==> src/rtl/ece571f23_g5_aes_pkg.sv <==
// Shared widths and FSM state type for the word-serial AES-128 loader.
package ece571f23_g5_aes_pkg;

    localparam int unsigned WORD_W    = 32;
    localparam int unsigned BLK_W     = 128;
    localparam int unsigned BLK_WORDS = 4;
    localparam int unsigned WCNT_W    = 2;
    localparam int unsigned SCNT_W    = 4;

    typedef enum logic [1:0] {
        COLLECT = 2'd0,
        SETTLE  = 2'd1,
        DRAIN   = 2'd2
    } loader_state_t;

endpackage

==> src/rtl/ece571f23_g5_aes_wordpacker.sv <==
// Packs four 32-bit words, most-significant first, into a 128-bit block.
module ece571f23_g5_aes_wordpacker
    import ece571f23_g5_aes_pkg::*;
(
    input  logic              clk,
    input  logic              rst_n,
    input  logic              load,
    input  logic [WORD_W-1:0] data,
    output logic [BLK_W-1:0]  block,
    output logic [WCNT_W-1:0] cnt,
    output logic              wrap_c
);

    // The word completing a block is the one loaded while the counter sits at its last slot.
    assign wrap_c = load && (cnt == WCNT_W'(BLK_WORDS - 1));

    always_ff @(posedge clk or negedge rst_n) begin
        if (!rst_n) begin
            block <= '0;
            cnt   <= '0;
        end else if (load) begin
            block <= {block[BLK_W-WORD_W-1:0], data};
            cnt   <= cnt + WCNT_W'(1);
        end
    end

endmodule

==> src/rtl/ece571f23_g5_aes_loader.sv <==
// Word-serial front/back end for a combinational AES-128 cipher.
// Optional CBC chaining (IV = 0) is enabled by defining AES_LOADER_CBC_EN.
module ece571f23_g5_aes_loader
    import ece571f23_g5_aes_pkg::*;
#(
    parameter int unsigned SETTLE_CYCLES = 2
) (
    input  logic              clk,
    input  logic              rst_n,
    input  logic              in_valid,
    output logic              in_ready,
    input  logic [WORD_W-1:0] in_data,
    input  logic              key_load,
    output logic              out_valid,
    input  logic              out_ready,
    output logic [WORD_W-1:0] out_data,
    output logic [BLK_W-1:0]  plaintext,
    output logic [BLK_W-1:0]  key,
    input  logic [BLK_W-1:0]  cipher,
    output logic              busy
);

    loader_state_t     state, state_n;
    logic              accept, key_ld, pt_ld, key_clr;
    logic [WCNT_W-1:0] key_cnt, pt_cnt, out_cnt;
    logic              key_wrap, pt_wrap;
    logic [BLK_W-1:0]  pt_blk;
    logic              key_valid, pt_full;
    logic [SCNT_W-1:0] settle_cnt;
    logic [BLK_W-1:0]  res_reg;
    logic              launch, capture, take;

    // Once a plaintext block is held, only key words may enter.
    assign in_ready = (state == COLLECT) && !(pt_full && !key_load);
    assign accept   = in_valid && in_ready;
    assign key_ld   = accept && key_load;
    assign pt_ld    = accept && !key_load;
    assign key_clr  = key_ld && (key_cnt == '0);

    ece571f23_g5_aes_wordpacker u_key_pack (
        .clk    (clk),
        .rst_n  (rst_n),
        .load   (key_ld),
        .data   (in_data),
        .block  (key),
        .cnt    (key_cnt),
        .wrap_c (key_wrap)
    );

    ece571f23_g5_aes_wordpacker u_pt_pack (
        .clk    (clk),
        .rst_n  (rst_n),
        .load   (pt_ld),
        .data   (in_data),
        .block  (pt_blk),
        .cnt    (pt_cnt),
        .wrap_c (pt_wrap)
    );

    // Next-state and one-cycle strobes.
    always_comb begin
        state_n = state;
        launch  = 1'b0;
        capture = 1'b0;
        take    = 1'b0;
        unique case (state)
            COLLECT: begin
                // A key word landing this cycle may be the start of a reload, so hold off.
                if (pt_full && key_valid && !key_ld) begin
                    launch  = 1'b1;
                    state_n = SETTLE;
                end
            end
            SETTLE: begin
                if (settle_cnt == '0) begin
                    capture = 1'b1;
                    state_n = DRAIN;
                end
            end
            DRAIN: begin
                if (out_valid && out_ready) begin
                    take = 1'b1;
                    if (out_cnt == WCNT_W'(BLK_WORDS - 1)) begin
                        state_n = COLLECT;
                    end
                end
            end
            default: state_n = COLLECT;
        endcase
    end

    always_ff @(posedge clk or negedge rst_n) begin
        if (!rst_n) begin
            state      <= COLLECT;
            out_valid  <= 1'b0;
            busy       <= 1'b0;
            settle_cnt <= '0;
            key_valid  <= 1'b0;
            pt_full    <= 1'b0;
            res_reg    <= '0;
            out_cnt    <= '0;
        end else begin
            state     <= state_n;
            out_valid <= (state_n == DRAIN);
            busy      <= (state_n != COLLECT);

            if (launch) begin
                settle_cnt <= SCNT_W'(SETTLE_CYCLES - 1);
            end else if ((state == SETTLE) && (settle_cnt != '0)) begin
                settle_cnt <= settle_cnt - SCNT_W'(1);
            end

            if (key_clr) begin
                key_valid <= 1'b0;
            end else if (key_wrap) begin
                key_valid <= 1'b1;
            end

            if (pt_wrap) begin
                pt_full <= 1'b1;
            end else if (capture) begin
                pt_full <= 1'b0;
            end

            // Result is shifted up so the word on offer always sits in the top slot.
            if (capture) begin
                res_reg <= cipher;
                out_cnt <= '0;
            end else if (take) begin
                res_reg <= {res_reg[BLK_W-WORD_W-1:0], WORD_W'(0)};
                out_cnt <= out_cnt + WCNT_W'(1);
            end
        end
    end

    assign out_data = res_reg[BLK_W-1:BLK_W-WORD_W];

`ifdef AES_LOADER_CBC_EN
    logic [BLK_W-1:0] chain;

    // Starting a new key restarts the chain from a zero IV.
    always_ff @(posedge clk or negedge rst_n) begin
        if (!rst_n) begin
            chain <= '0;
        end else if (key_clr) begin
            chain <= '0;
        end else if (capture) begin
            chain <= cipher;
        end
    end

    assign plaintext = pt_blk ^ chain;
`else
    assign plaintext = pt_blk;
`endif

endmodule

==> config.mk <==
export PLATFORM = sky130hd
export DESIGN_NAME = ece571f23_g5_aes_loader
export DESIGN_NICKNAME = d
export VERILOG_FILES = /design/src/rtl/ece571f23_g5_aes_pkg.sv /design/src/rtl/ece571f23_g5_aes_wordpacker.sv /design/src/rtl/ece571f23_g5_aes_loader.sv
export SDC_FILE = /design/constraint.sdc
export NUM_CORES = 1
export LEC_CHECK = 0
export CAP_MARGIN = 20
export CORE_MARGIN = 10
export CORE_UTILIZATION = 30
export DETAILED_ROUTE_END_ITERATION = 6
export PLACE_DENSITY = 0.51
export SLEW_MARGIN = 10
export SYNTH_ARGS = -nofsm -noshare
export SYNTH_HDL_FRONTEND = slang
export SYNTH_SLANG_ARGS = --single-unit
==> constraint.sdc <==
create_clock -name clk -period 3.6 [get_ports clk]
set_input_delay 0.72 -clock clk [delete_from_list [all_inputs] [get_ports clk]]
set_output_delay 0.72 -clock clk [all_outputs]
set_load 0.1 [all_outputs]
==> results of run 1 <==
-- worst min-delay path by stage --
stage / cells after the start / startpoint / slack [ns] / to
after floorplan: 0 / rst_n / 0.42 / busy$_DFF_PN0_
after detailed placement: 1 / u_pt_pack.cnt[0]$_DFFE_PN0P_ / 0.47 / u_pt_pack.cnt[0]$_DFFE_PN0P_
after global placement: 1 / u_key_pack.block[120]$_DFFE_PN0P_ / 0.47 / u_key_pack.block[120]$_DFFE_PN0P_
after global routing: 1 / rst_n / 0.26 / res_reg[125]$_DFFE_PN0P_
final: 1 / rst_n / 0.22 / res_reg[125]$_DFFE_PN0P_
after CTS: 1 / rst_n / 0.22 / res_reg[126]$_DFFE_PN0P_
-- per-stage QoR --
stage               setup WS, ns  std cells  instance area [um^2]  hold WS (ns)  utilization (%)
global placement           0.758       2183                 21200         0.468             39.3
detailed placement         0.734       2183                 21200         0.473             39.3
CTS                        0.648       2265                 22700         0.224             42.0
floorplan                  0.693       1124                 16400         0.424                -
finish                     0.707       2267                 22700         0.224             42.1
global route               0.621       2265                 22700         0.260             42.0
-- layout by cell type (no fill, tap or decap), drive strengths merged, types with 2 or more instances in the layout --
cell type / instances
nor2: 3
ha: 5
a21oi: 7
nand3: 37
nand2: 40
mux2: 257
clkdlybuf4s50: 358
buf: 124
and3: 95
inv: 8
a221o: 95
xnor2: 3
clkinv: 5
or3: 2
diode: 2
o21ai: 38
clkbuf: 73
dfrtp: 400
-- synth_stat cells (2+ instances only) --
cell and count:
nand2_1 40, and3_1 95, buf_6 18, or3_1 2
mux2_4 100, dfrtp_1 400, clkbuf_2 2, mux2_1 12
nor2_1 3, xnor2_1 3, buf_4 42, o21ai_0 38
clkbuf_1 27, a221o_1 95, ha_1 5, inv_1 6
mux2_2 145, a21oi_1 6, nand3_1 37, buf_2 30
-- metal layers --
metal,global-route usage [%],up-vias
met5,0,-
met4,3.71,6
met3,8.40,58
met2,23.3,395
met1,19.3,5542
li1,-,4945
-- area by class of cell --
| class | count | area share, % |
|---|---|---|
| multi-input combinational | 599 | 25.0 |
| sequential | 400 | 44.1 |
| tap | 696 | 3.83 |
| clock buffer | 73 | 6.18 |
| inverter | 6 | 0.0991 |
| antenna | 2 | 0.0220 |
| timing repair buffer | 482 | 20.5 |
| clock inverter | 9 | 0.402 |
-- logic make-up (layout without fill, tap and decap cells) --
kind of cell,count (synthesis),after routing
adder cells (fa/ha/maj),5,5
XOR/XNOR,3,3
AND/OR/NAND/NOR,190,190
buffers and inverters,125,570
other,0,2
multiplexers,258,258
flip-flops,400,400
AO/OA/AOI/OAI,143,143
==> run_results.csv, run 1 <==
group,metric,value,unit
placement,portBuffers,455,
grt,grt_pass1_vias,12000,
timing,worst_pin_slew,1.08,ns
finish,nNetsFinal,1705,
synth,synth_area,16400,um^2
clock_network,clk_pin_slew,0.06,ns
worst_setup_path,cpPeakStageDelay,1.20,ns
die,rows,85,
finish,syn2layout_area_growth,38.2,%
timing,final.period_utilization,80.3,%
finish,layout-drive-gt1-share,28.4,%
timing,slew_violations,0,
synth,synth-adder-area-share,0.380,%
worst_setup_path,path_buf_inv,1,
route,routedWlPerCell,22.5,um
route,wl_met1,21.3,mm
clock_network,hold_buffers,0,
clock_network,cts-resized-gates,0,
synth,synth.top_cell.area_share,60.9,%
worst_setup_path,crit_slowest_cell,"clkdlybuf4s50_1",
timing,fmax,346,MHz
die,initial_utilization,30.4,%
synth,netlist_instances,1124,
worst_setup_path,timing.rr.start,"settle_cnt[0]$_DFFE_PN0P_",
worst_setup_path,arrival,2.17,ns
grt,grt_pass1_wl,77.6,mm
placement,dp_hpwl,35.6,mm
die,die_h,254,um
clock_network,clk_latency,0.58,ns
job,maxCapViolCount,0,
route,highest_layer,"met5",
worst_setup_path,cp-end-kind,"primary output",
clock_network,cts_buffers,46,
worst_setup_path,cp_data_required_time,2.88,ns
synth,synth_edf_count,0,
grt,gr-total-overflow,0,
die,dieArea,64600,um^2
clock_network,cts_sinks,400,
worst_setup_path,crit_end,"key[40]",
synth,muxShareOfSynthArea,19.9,%
route,drt_iter0_drc,587,
synth,synth.area.top_cells,"dfrtp_1, mux2_2, mux2_4",
grt,grt_max_degree,117,
worst_hold_path,hold_class,"input port to async pin",
grt,grt.total_usage,15.5,%
run_status,status,"completed",
worst_setup_path,path_cells,"clkdlybuf4s50_1",
clock_network,postCtsSetupRepairBufs,0,
timing,rsz0062_at_grt,"no",
worst_setup_path,crit_path_max_fanout,3,
clock_network,tritoncts,"done",
synth,synth-xor-area-share,0.160,%
route,dr_wl_met2,22.2,mm
worst_setup_path,cp_top_family,"buffers and inverters",
grt,antenna_found_initial,5,
synth,synth-compound-area-share,7.34,%
worst_setup_path,critPathLaunchType,"flop",
finish,final.fill_count,5014,
route,met3_length,6.57,mm
route,viasPerCell,4.83,
synth,synth_warnings,0,
route,drt_drc_violations_left,0,
timing,slew_headroom,28.0,%
clock_network,htree_levels,2,
finish,multi_input_area,5670,um^2
route,ant_nets,0,
clock_network,root_buffer,"clkbuf_16",
synth,async_flop_share,100,%
synth,synth_seq_cells,400,
synth,yosysUniqueCellTypes,38,
route,drt_wl_total,51.0,mm
synth,synth_top_family_by_area,"multiplexers",
synth,yosys.area_share.simple,6.43,%
finish,seqCellArea,10000,um^2
synth,syn-num-nets,1294,
clock_network,clock_path_buffers,3,
die,io_pins,456,
worst_setup_path,worstRegToRegCells,7,
timing,final.setup.tns,0,ns
timing,fin_worst_skew,0.0259,ns
timing,hold_viol,0,
worst_setup_path,r2r_end,"res_reg[101]$_DFFE_PN0P_",
die,dieWidth,254,um
synth,ys_seq_area_share,60.9,%
die,core-area,54000,um^2
synth,avgSynthCellArea,14.6,um^2
worst_setup_path,reg2reg_slack,1.28,ns
synth,synth.largest_area_cell,"dfrtp_1",
worst_setup_path,cp.depth,1,
placement,place_congestion,0.769,
timing,finalSetupViolCount,0,
worst_setup_path,critPathKind,"flop to primary output",
timing,layout_min_cycle_time,2.89,ns
synth,ys.flop_type,"dfrtp_1",
route,vias,10900,
route,first_pass_iters,5,
worst_setup_path,crit_start,"u_key_pack.block[40]$_DFFE_PN0P_",
Power of run 1 is left out: the tool's default activity adds up to more than one toggle a clock period on the data nets, which glitch-free logic cannot reach.
==> run 2, diff against run 1 <==
Clock period 3.6 ns to 2.9 ns, I/O delays scaled along.
==> run_results.csv, run 2 (same netlist as run 1, synthesis figures left out) <==
group,metric,value,unit
route,first_pass_iters,5,
route,drt_iter0_drc,596,
finish,layout_commonest_cell,"dfrtp_1",
worst_hold_path,hold_path_startpoint,"u_pt_pack.cnt[0]$_DFFE_PN0P_",
die,rows,85,
worst_hold_path,hold-path-endpoint,"u_pt_pack.cnt[0]$_DFFE_PN0P_",
clock_network,postCtsSetupRepairBufs,0,
worst_hold_path,min_path_cells,1,
timing,slew_headroom,55.6,%
worst_setup_path,critPathLaunchType,"flop",
timing,layout_min_cycle_time,2.48,ns
worst_setup_path,crit_slowest_cell,"buf_12",
worst_setup_path,reg2reg_slack,0.42,ns
clock_network,clk_pin_slew,0.06,ns
die,io_pins,456,
worst_setup_path,r2r_end,"res_reg[20]$_DFFE_PN0P_",
timing,fmax,403,MHz
die,dieArea,64600,um^2
finish,nNetsFinal,1708,
worst_setup_path,cp_data_required_time,3.34,ns
clock_network,htree_levels,2,
worst_setup_path,cp_common_cell,"buf_12",
grt,grt.total_usage,15.4,%
placement,dp_hpwl,35.9,mm
die,die_h,254,um
timing,hold_ws,0.489,ns
worst_setup_path,path_cells,"inv_1, ha_1, nor3b_2, buf_12, and2_1, buf_12, o21ai_0",
timing,final.setup.tns,0,ns
worst_setup_path,cp-end-kind,"flop",
route,routedWlPerCell,22.5,um
finish,syn2layout_area_growth,36.5,%
grt,gr-total-overflow,0,
clock_network,clk_latency,0.58,ns
worst_setup_path,path_buf_inv,3,
grt,grt_max_degree,137,
finish,layout-drive-gt1-share,41.5,%
clock_network,cts_sinks,400,
die,core-area,54000,um^2
placement,portBuffers,455,
timing,final.period_utilization,85.6,%
route,vias,11000,
worst_setup_path,timing.rr.start,"settle_cnt[0]$_DFFE_PN0P_",
worst_setup_path,critPathKind,"flop to flop",
clock_network,tritoncts,"done",
route,ant_nets,0,
grt,grt_pass1_wl,77.3,mm
job,maxCapViolCount,0,
worst_hold_path,hold_class,"flop to flop",
clock_network,root_buffer,"clkbuf_16",
timing,worst_pin_slew,0.666,ns
route,drt_drc_violations_left,0,
worst_setup_path,crit_path_max_fanout,136,
finish,layout_common_cells,"dfrtp_1, buf_4, clkdlybuf4s50_1, mux2_2, mux2_4",
grt,grt_pass1_vias,11900,
timing,fin_worst_skew,0.0190,ns
timing,slew_violations,0,
timing,hold_viol,0,
clock_network,cts-resized-gates,0,
clock_network,cts_buffers,46,
placement,place_congestion,0.764,
worst_setup_path,cpPeakStageDelay,0.45,ns
timing,rsz0062_at_grt,"no",
route,viasPerCell,4.83,
worst_setup_path,arrival,2.93,ns
worst_setup_path,cp_top_family,"simple AND/OR/NAND/NOR gates",
clock_network,hold_buffers,1,
die,dieWidth,254,um
die,initial_utilization,30.4,%
timing,finalSetupViolCount,0,
run_status,status,"completed",
route,drt_wl_total,51.0,mm
worst_setup_path,worstRegToRegCells,7,
grt,antenna_found_initial,5,
clock_network,clock_path_buffers,3,
[run 2: layer usage]
| metal | vias to the layer above | wire length [um] | GRT usage (%) |
|---|---|---|---|
| li1 | 4952 | - | - |
| met1 | 5537 | 21700 | 19.7 |
| met2 | 412 | 22000 | 22.5 |
| met3 | 70 | 6290 | 8.03 |
| met4 | 8 | 972 | 4.16 |
| met5 | - | 50 | 0 |
[run 2: worst max path at each step]
stage                                    startpoint                              end  slack, ns  depth (start not counted)
after global placement                    out_ready          res_reg[39]$_DFFE_PN0P_       0.08                          5
after global routing      settle_cnt[1]$_DFFE_PN0P_          res_reg[20]$_DFFE_PN0P_       0.19                          7
after CTS                 settle_cnt[0]$_DFFE_PN0P_          res_reg[20]$_DFFE_PN0P_       0.35                          7
final                     settle_cnt[0]$_DFFE_PN0P_          res_reg[20]$_DFFE_PN0P_       0.42                          7
after floorplan                  state[1]$_DFF_PN0_                         in_ready       0.23                          3
after detailed placement                   key_load  u_key_pack.block[2]$_DFFE_PN0P_       0.33                          5
[run 2: stage by stage]
step	setup slack [ns]	util, %	cell area, um^2	cells
2_1_floorplan	0.229	-	16400	1124
4_1_cts	0.353	41.5	22400	2271
5_1_grt	0.191	41.5	22400	2272
6_report	0.417	41.5	22400	2272
3_3_place_gp	0.0844	38.6	20800	2184
3_5_place_dp	0.326	38.6	20900	2185
[run 2: layout make-up]
type	instances	area, um^2
antenna	1	2.50
clock buffer	66	1400
clock inverter	19	170
fill	5099	31600
inverter	6	22.5
multi-input combinational	599	5670
sequential	400	10000
tap	696	871
timing repair buffer	485	4290
[run 2: worst register-to-register path: cells and delay by family (launching register included)]
family          cells  cell delay [ns]
flops               1             0.42
simple gates        2             0.88
compound gates      1             0.13
buf+inv             3             0.75
fa+ha+maj           1             0.18
Power of run 2 is left out for the same reason.
